===== src/rtl/cpu_dbg_pkg.sv =====
// ---------------------------------------------------------------------------
// cpu_dbg_pkg
//   Shared definitions for the CPU debug-dump block:
//   - dump_state_t : FSM state encoding of cpu_dump_ctrl
//   - CAUSE_*      : dump_cause codes reported to the debugger
//   - CYCLE_W      : width of the RUN-cycle counter
//   - pick_cause() : fixed-priority trigger arbitration (halt > req > timeout)
// ---------------------------------------------------------------------------
package cpu_dbg_pkg;

    typedef enum logic [2:0] {
        ST_IDLE = 3'd0,
        ST_RUN  = 3'd1,
        ST_LOAD = 3'd2,
        ST_SEND = 3'd3,
        ST_DONE = 3'd4
    } dump_state_t;

    localparam logic [1:0] CAUSE_NONE    = 2'd0;
    localparam logic [1:0] CAUSE_HALT    = 2'd1;
    localparam logic [1:0] CAUSE_REQ     = 2'd2;
    localparam logic [1:0] CAUSE_TIMEOUT = 2'd3;

    localparam int CYCLE_W = 32;

    // Several triggers may fire in the same RUN cycle; the breakpoint is the
    // most precise information for the debugger, so it wins.
    function automatic logic [1:0] pick_cause(input logic pc_hit,
                                              input logic req_hit,
                                              input logic to_hit);
        logic [1:0] cause;
        cause = CAUSE_NONE;
        if (pc_hit)
            cause = CAUSE_HALT;
        else if (req_hit)
            cause = CAUSE_REQ;
        else if (to_hit)
            cause = CAUSE_TIMEOUT;
        return cause;
    endfunction

endpackage


===== src/rtl/dbg_cycle_counter.sv =====
// ---------------------------------------------------------------------------
// dbg_cycle_counter
//   Saturating up-counter used to measure how long the CPU ran.
//   Ports:
//     clk    in   rising-edge clock
//     reset  in   asynchronous active-low reset, clears count
//     clear  in   synchronous clear (priority over enable)
//     enable in   count one cycle
//     count  out  WIDTH-bit count, sticks at all-ones
// ---------------------------------------------------------------------------
module dbg_cycle_counter
    import cpu_dbg_pkg::*;
#(
    parameter int WIDTH = CYCLE_W
) (
    input  logic             clk,
    input  logic             reset,
    input  logic             clear,
    input  logic             enable,
    output logic [WIDTH-1:0] count
);

    // Saturating increment: a run longer than the counter range reports the
    // maximum instead of wrapping to a misleadingly small value.
    function automatic logic [WIDTH-1:0] sat_inc(input logic [WIDTH-1:0] v);
        logic [WIDTH-1:0] r;
        if (&v)
            r = v;
        else
            r = v + WIDTH'(1);
        return r;
    endfunction

    always_ff @(posedge clk or negedge reset) begin
        if (!reset) begin
            count <= '0;
        end else if (clear) begin
            count <= '0;
        end else if (enable) begin
            count <= sat_inc(count);
        end
    end

endmodule


===== src/rtl/cpu_dump_ctrl.sv =====
// ---------------------------------------------------------------------------
// cpu_dump_ctrl
//   Lets the CPU run until a breakpoint, a manual request or a timeout, then
//   freezes it and streams the register file out one word per beat.
//   Ports:
//     clk, reset            clock, asynchronous active-low reset
//     start                 arm a run (only accepted in IDLE)
//     pc_in, halt_pc        current PC and breakpoint address
//     dump_req              manual dump trigger
//     rf_rd_addr/rf_rd_data register-file debug read (combinational data)
//     cpu_stall             freezes the CPU whenever the block is not in RUN
//     out_valid/out_ready   dump stream handshake
//     out_data/out_idx      register value and its index
//     out_last              marks the final register of the dump
//     busy, done            activity flag and end-of-dump pulse
//     dump_cause            0 none, 1 breakpoint, 2 request, 3 timeout
//     cycle_count           RUN cycles of the current or last run
// ---------------------------------------------------------------------------
module cpu_dump_ctrl
    import cpu_dbg_pkg::*;
#(
    parameter  int DATA_WIDTH = 16,
    parameter  int PC_WIDTH   = 12,
    parameter  int NUM_REGS   = 8,
    parameter  int TIMEOUT    = 40,
    localparam int IDX_W      = $clog2(NUM_REGS)
) (
    input  logic                  clk,
    input  logic                  reset,
    input  logic                  start,
    input  logic [PC_WIDTH-1:0]   pc_in,
    input  logic [PC_WIDTH-1:0]   halt_pc,
    input  logic                  dump_req,
    input  logic [DATA_WIDTH-1:0] rf_rd_data,
    input  logic                  out_ready,
    output logic [IDX_W-1:0]      rf_rd_addr,
    output logic                  cpu_stall,
    output logic                  out_valid,
    output logic [DATA_WIDTH-1:0] out_data,
    output logic [IDX_W-1:0]      out_idx,
    output logic                  out_last,
    output logic                  busy,
    output logic                  done,
    output logic [1:0]            dump_cause,
    output logic [CYCLE_W-1:0]    cycle_count
);

    localparam logic [IDX_W-1:0]   LAST_IDX = IDX_W'(NUM_REGS - 1);
    localparam bit                 TO_EN    = (TIMEOUT != 0);
    localparam logic [CYCLE_W-1:0] TO_LAST  = (TIMEOUT == 0) ? '0 : CYCLE_W'(TIMEOUT - 1);

    dump_state_t      state;
    logic [IDX_W-1:0] idx;

    logic pc_hit;
    logic to_hit;
    logic trigger;
    logic cnt_clear;
    logic cnt_en;

    // Trigger detection is only meaningful in RUN; the FSM ignores it elsewhere.
    assign pc_hit  = (pc_in == halt_pc);
    assign to_hit  = TO_EN && (cycle_count == TO_LAST);
    assign trigger = pc_hit || dump_req || to_hit;

    assign cnt_clear = (state == ST_IDLE) && start;
    assign cnt_en    = (state == ST_RUN);

    dbg_cycle_counter #(
        .WIDTH (CYCLE_W)
    ) u_cycle_counter (
        .clk    (clk),
        .reset  (reset),
        .clear  (cnt_clear),
        .enable (cnt_en),
        .count  (cycle_count)
    );

    // Status outputs decode straight from the state register, so an
    // asynchronous reset takes them to their idle values without a clock.
    assign cpu_stall  = (state != ST_RUN);
    assign busy       = (state != ST_IDLE);
    assign out_valid  = (state == ST_SEND);
    assign done       = (state == ST_DONE);
    assign rf_rd_addr = idx;
    assign out_last   = (out_idx == LAST_IDX);

    always_ff @(posedge clk or negedge reset) begin
        if (!reset) begin
            state      <= ST_IDLE;
            idx        <= '0;
            dump_cause <= CAUSE_NONE;
            out_data   <= '0;
            out_idx    <= '0;
        end else begin
            case (state)
                ST_IDLE: begin
                    if (start) begin
                        state      <= ST_RUN;
                        idx        <= '0;
                        dump_cause <= CAUSE_NONE;
                    end
                end

                ST_RUN: begin
                    if (trigger) begin
                        state      <= ST_LOAD;
                        dump_cause <= pick_cause(pc_hit, dump_req, to_hit);
                    end
                end

                // One cycle for the register file to present rf_rd_data for idx.
                ST_LOAD: begin
                    out_data <= rf_rd_data;
                    out_idx  <= idx;
                    state    <= ST_SEND;
                end

                // Beat registers stay untouched until the sink accepts.
                ST_SEND: begin
                    if (out_ready) begin
                        if (out_idx == LAST_IDX) begin
                            state <= ST_DONE;
                        end else begin
                            idx   <= idx + IDX_W'(1);
                            state <= ST_LOAD;
                        end
                    end
                end

                ST_DONE: begin
                    state <= ST_IDLE;
                end

                default: begin
                    state <= ST_IDLE;
                end
            endcase
        end
    end

endmodule


===== config.mk =====
export PLATFORM = sky130hd
export DESIGN_NAME = cpu_dump_ctrl
export DESIGN_NICKNAME = d
export VERILOG_FILES = /design/src/rtl/cpu_dbg_pkg.sv /design/src/rtl/dbg_cycle_counter.sv /design/src/rtl/cpu_dump_ctrl.sv
export SDC_FILE = /design/constraint.sdc
export NUM_CORES = 1
export LEC_CHECK = 0
export ABC_AREA = 1
export CAP_MARGIN = 10
export CORE_ASPECT_RATIO = 2
export CORE_MARGIN = 2
export CORE_UTILIZATION = 52
export CTS_CLUSTER_DIAMETER = 50
export DETAILED_ROUTE_END_ITERATION = 6
export MAX_ROUTING_LAYER = met4
export PLACE_DENSITY = 0.86
export SLEW_MARGIN = 40
export SYNTH_ARGS = -nofsm -noshare
export SYNTH_HDL_FRONTEND = slang
export SYNTH_HIERARCHICAL = 1
export SYNTH_SLANG_ARGS = --single-unit

===== constraint.sdc =====
create_clock -name clk -period 3.6 [get_ports clk]
set_input_delay 1.08 -clock clk [delete_from_list [all_inputs] [get_ports clk]]
set_output_delay 1.08 -clock clk [all_outputs]
set_load 0.02 [all_outputs]

==> summary.txt <==
STA
  – Max Fclk: 0.330 GHz
  – Worst slew pin tran: 0.756 ns
  – Setup_tns: 0 ns
  – Final setup vio count: 0
  – Min Tclk post-route: 3.03 ns
  – Final setup margin: 0.568 ns
  – Part of the cycle the worst path needs: 0.842
  – RSZ-0062 raised after global routing: no
  – Final Hold Viols: 0
  – Slew Limit Fails: 0
  – Clk_skew: 0.00505 ns
  – Slew HR: 0.496

Synth
  – Distinct cell type count after synthesis: 31
  – Mean post-synth cell area: 7.06 um^2
  – Synth cell count leaders: nand2_1 (177), nor2_1 (77), dfrtp_1 (59)
  – Leading area contributor after synthesis: dfrtp_1
  – Synth async-reset ratio: 1.00
  – Net Count, Synth: 575
  – Register area share after synthesis: 0.396
  – Most frequent cell after synthesis: nand2_1
  – Largest cells by area after synthesis: dfrtp_1 (40%), nand2_1 (18%), nor2_1 (7.8%)
  – Number of synthesized flops with an enable pin: 0
  – Synth Flop Type: dfrtp_1
  – Syn Inst Count: 528
  – Yosys reg bits: 59
  – Synth top area share: 0.396
  – Mapped Area: 3730 um^2
  – Synth warnings: 6

Route
  – ANT nets after route: 0
  – WL/cell: 14.7 um
  – DR pass1 iterations: 5
  – Final wirelength: 10,800 um
  – DR vias: 3,905
  – Starting DRC count in detailed routing: 225
  – Drc violations: 0
  – Vias per cell: 5.33

Power
  – Leak: 0.00226 uW
  – Peak VDD IR: 0.293 mV
  – Sw Ratio: 0.387
  – Clock power share: 0.252
  – Switching pwr: 1220 uW
  – Power, Total: 3150 uW
  – Flop pwr share: 0.312
  – Pint: 1930 uW
  – P per Cell Area: 617 nW/um^2
  – Combinational share of power: 0.436

Worst setup path
  – Startpoint types: register
  – Worst reg2reg path endpoint: u_cycle_counter/count[10]
  – CP endpoint: cpu_stall
  – Worst reg-to-reg path cell count: 13
  – WP buf/inv: 3
  – Crit. Startpoint: state[1]
  – Crit end category: output pin
  – Critical path's top delay family: buffers and inverters
  – Cells along the critical path: inv_2, nand2_1, nor2_1, inv_1, clkdlybuf4s50_1
  – Max stage delay on crit path: 0.57 ns
  – Critical path type: reg -> out
  – Crit. path cell count: 5
  – Critical Path AT: 1.95 ns
  – Reg2reg start: state[1]
  – Critical Path RT: 2.52 ns
  – FF-to-FF setup slack: 1.26 ns
  – Slowest CP cell: clkdlybuf4s50_1
  – Crit path max fanout: 6

Die
  – Die ar.: 7900 um^2
  – IO Pins: 106
  – Die Ht: 124 um
  – Die Span X: 63.9 um
  – Starting Density: 0.537
  – Core area: 6940 um^2
  – Row cnt: 43

CTS
  – CTS buffer count: 9
  – # clock sinks: 59
  – Clock Tree Buf Depth: 2
  – Clk_lat worst skew: 0.33 ns
  – Setup bufs post-CTS: 0
  – CTS-repair resized insts: 0
  – CTS tree: done
  – Htree depth: 3
  – Root Driver: clkbuf_16
  – # hold bufs at CTS: 0
  – CTS clk-pin slew, worst paths: 0.05 ns

Global routing
  – Met1 Use GR: 0.287
  – Met2 track demand over resource: 0.546
  – GRT overflow: 0
  – Largest net degree at the start of global routing: 61
  – Total GRT Usage: 0.294
  – GR peak layer: met2
  – Met3 usage: 0.0542
  – Vias in the first global route: 3,844
  – First-pass GRT wire length: 17,600 um
  – Initial antenna violation count: 0

Cells and area
  – Final std cells w/o fill: 732
  – Number of diodes: 0
  – Final Cell Area: 5110 um^2
  – Final nets: 684
  – Fillers: 500
  – Share of cells above drive strength 1: 0.0950
  – Layout overhead on the synthesized area: 37.0%

Placed design
  – Cell Area, Placed: 4830 um^2
  – Placed insts: 716
  – Placer Congestion: 0.912
  – Port bufs: 105
  – Dpl hpwl: 7760 um
  – Pre-CTS WS: 0.636 ns

Run status
  – Run status: completed

Min path
  – HP Class: reg -> reg

Job
  – Total of max-cap violations: 0
==> sequential cells by signal, indices dropped and copies added (netlist names) <==
| signal | count |
|---|---|
| dump_cause | 2 |
| u_cycle_counter/count | 32 |
| state | 3 |
| rf_rd_addr | 3 |
| out_data | 16 |
| out_idx | 3 |
==> power by group through the flow <==
stage | registers [uW] | logic [uW] | clock network, uW
global placement | 972 | 1330 | 0
detailed placement | 988 | 1360 | 0
global route | 1000 | 1490 | 831
floorplan | 1150 | 724 | 0
CTS | 982 | 1380 | 799
finish | 985 | 1370 | 793
==> stage by stage <==
step,utilization,hold slack [ns]
6_report,0.736,0.482
5_1_grt,0.736,0.515
4_1_cts,0.736,0.483
3_5_place_dp,0.696,0.473
3_3_place_gp,0.695,0.458
2_1_floorplan,-,0.529
==> cell type report <==
| cell class | count | area [um^2] | area share |
|---|---|---|---|
| multi-input combinational | 400 | 1940 | 0.381 |
| clock inverter | 4 | 25.0 | 0.00490 |
| tap | 90 | 113 | 0.0220 |
| timing repair buffer | 109 | 1080 | 0.211 |
| clock buffer | 12 | 256 | 0.0502 |
| inverter | 58 | 218 | 0.0426 |
| sequential | 59 | 1480 | 0.289 |
==> cell usage in the layout, fill, tap and decap left out, drive strengths merged, types with 3 or more instances in the layout <==
master / n
xnor2: 10
inv: 57
buf: 5
dfrtp: 59
or2: 4
clkdlybuf4s50: 104
nand3: 49
clkinv: 3
clkbuf: 12
o21bai: 6
nand2: 183
xor2: 3
nor2: 85
o21ai: 36
mux2: 16
==> per-layer routing <==
layer,up-vias,part of all wire,wire (um)
li1,1879,-,-
met1,1819,0.35,3790
met2,174,0.55,5890
met3,33,0.062,668
met4,0,0.041,439
met5,-,0,0
==> worst min path at each step <==
stage	slack [ns]	endpoint	cells past startpoint	startpoint
6_report	0.48	dump_cause[1]	2	dump_cause[1]
5_1_grt	0.52	dump_cause[1]	2	dump_cause[1]
4_1_cts	0.48	dump_cause[1]	2	dump_cause[1]
3_5_place_dp	0.47	dump_cause[1]	2	dump_cause[1]
3_3_place_gp	0.46	dump_cause[1]	2	dump_cause[1]
2_1_floorplan	0.53	state[0]	3	state[2]
==> worst reg2reg max path: stages (launching register included) <==
cell	delay [ns]
dfrtp_1	0.44
inv_2	0.09
nand2_1	0.06
nor2_1	0.24
inv_1	0.11
nor2_1	0.11
buf_4	0.18
clkinv_1	0.10
buf_4	0.19
nand3_2	0.11
nand2_4	0.32
inv_2	0.19
nand2_1	0.08
nand2_1	0.06
==> cells by family after synthesis <==
family,share of synthesized area
AOI/OAI and AO/OA,0.0668
xor gates and xnor gates,0.0305
adders and majority gates,0.00671
buffers and inverters,0.0839
DFF,0.396
muxes,0.0483
and+or+nand+nor,0.368
(Power assumes the default switching activity.)
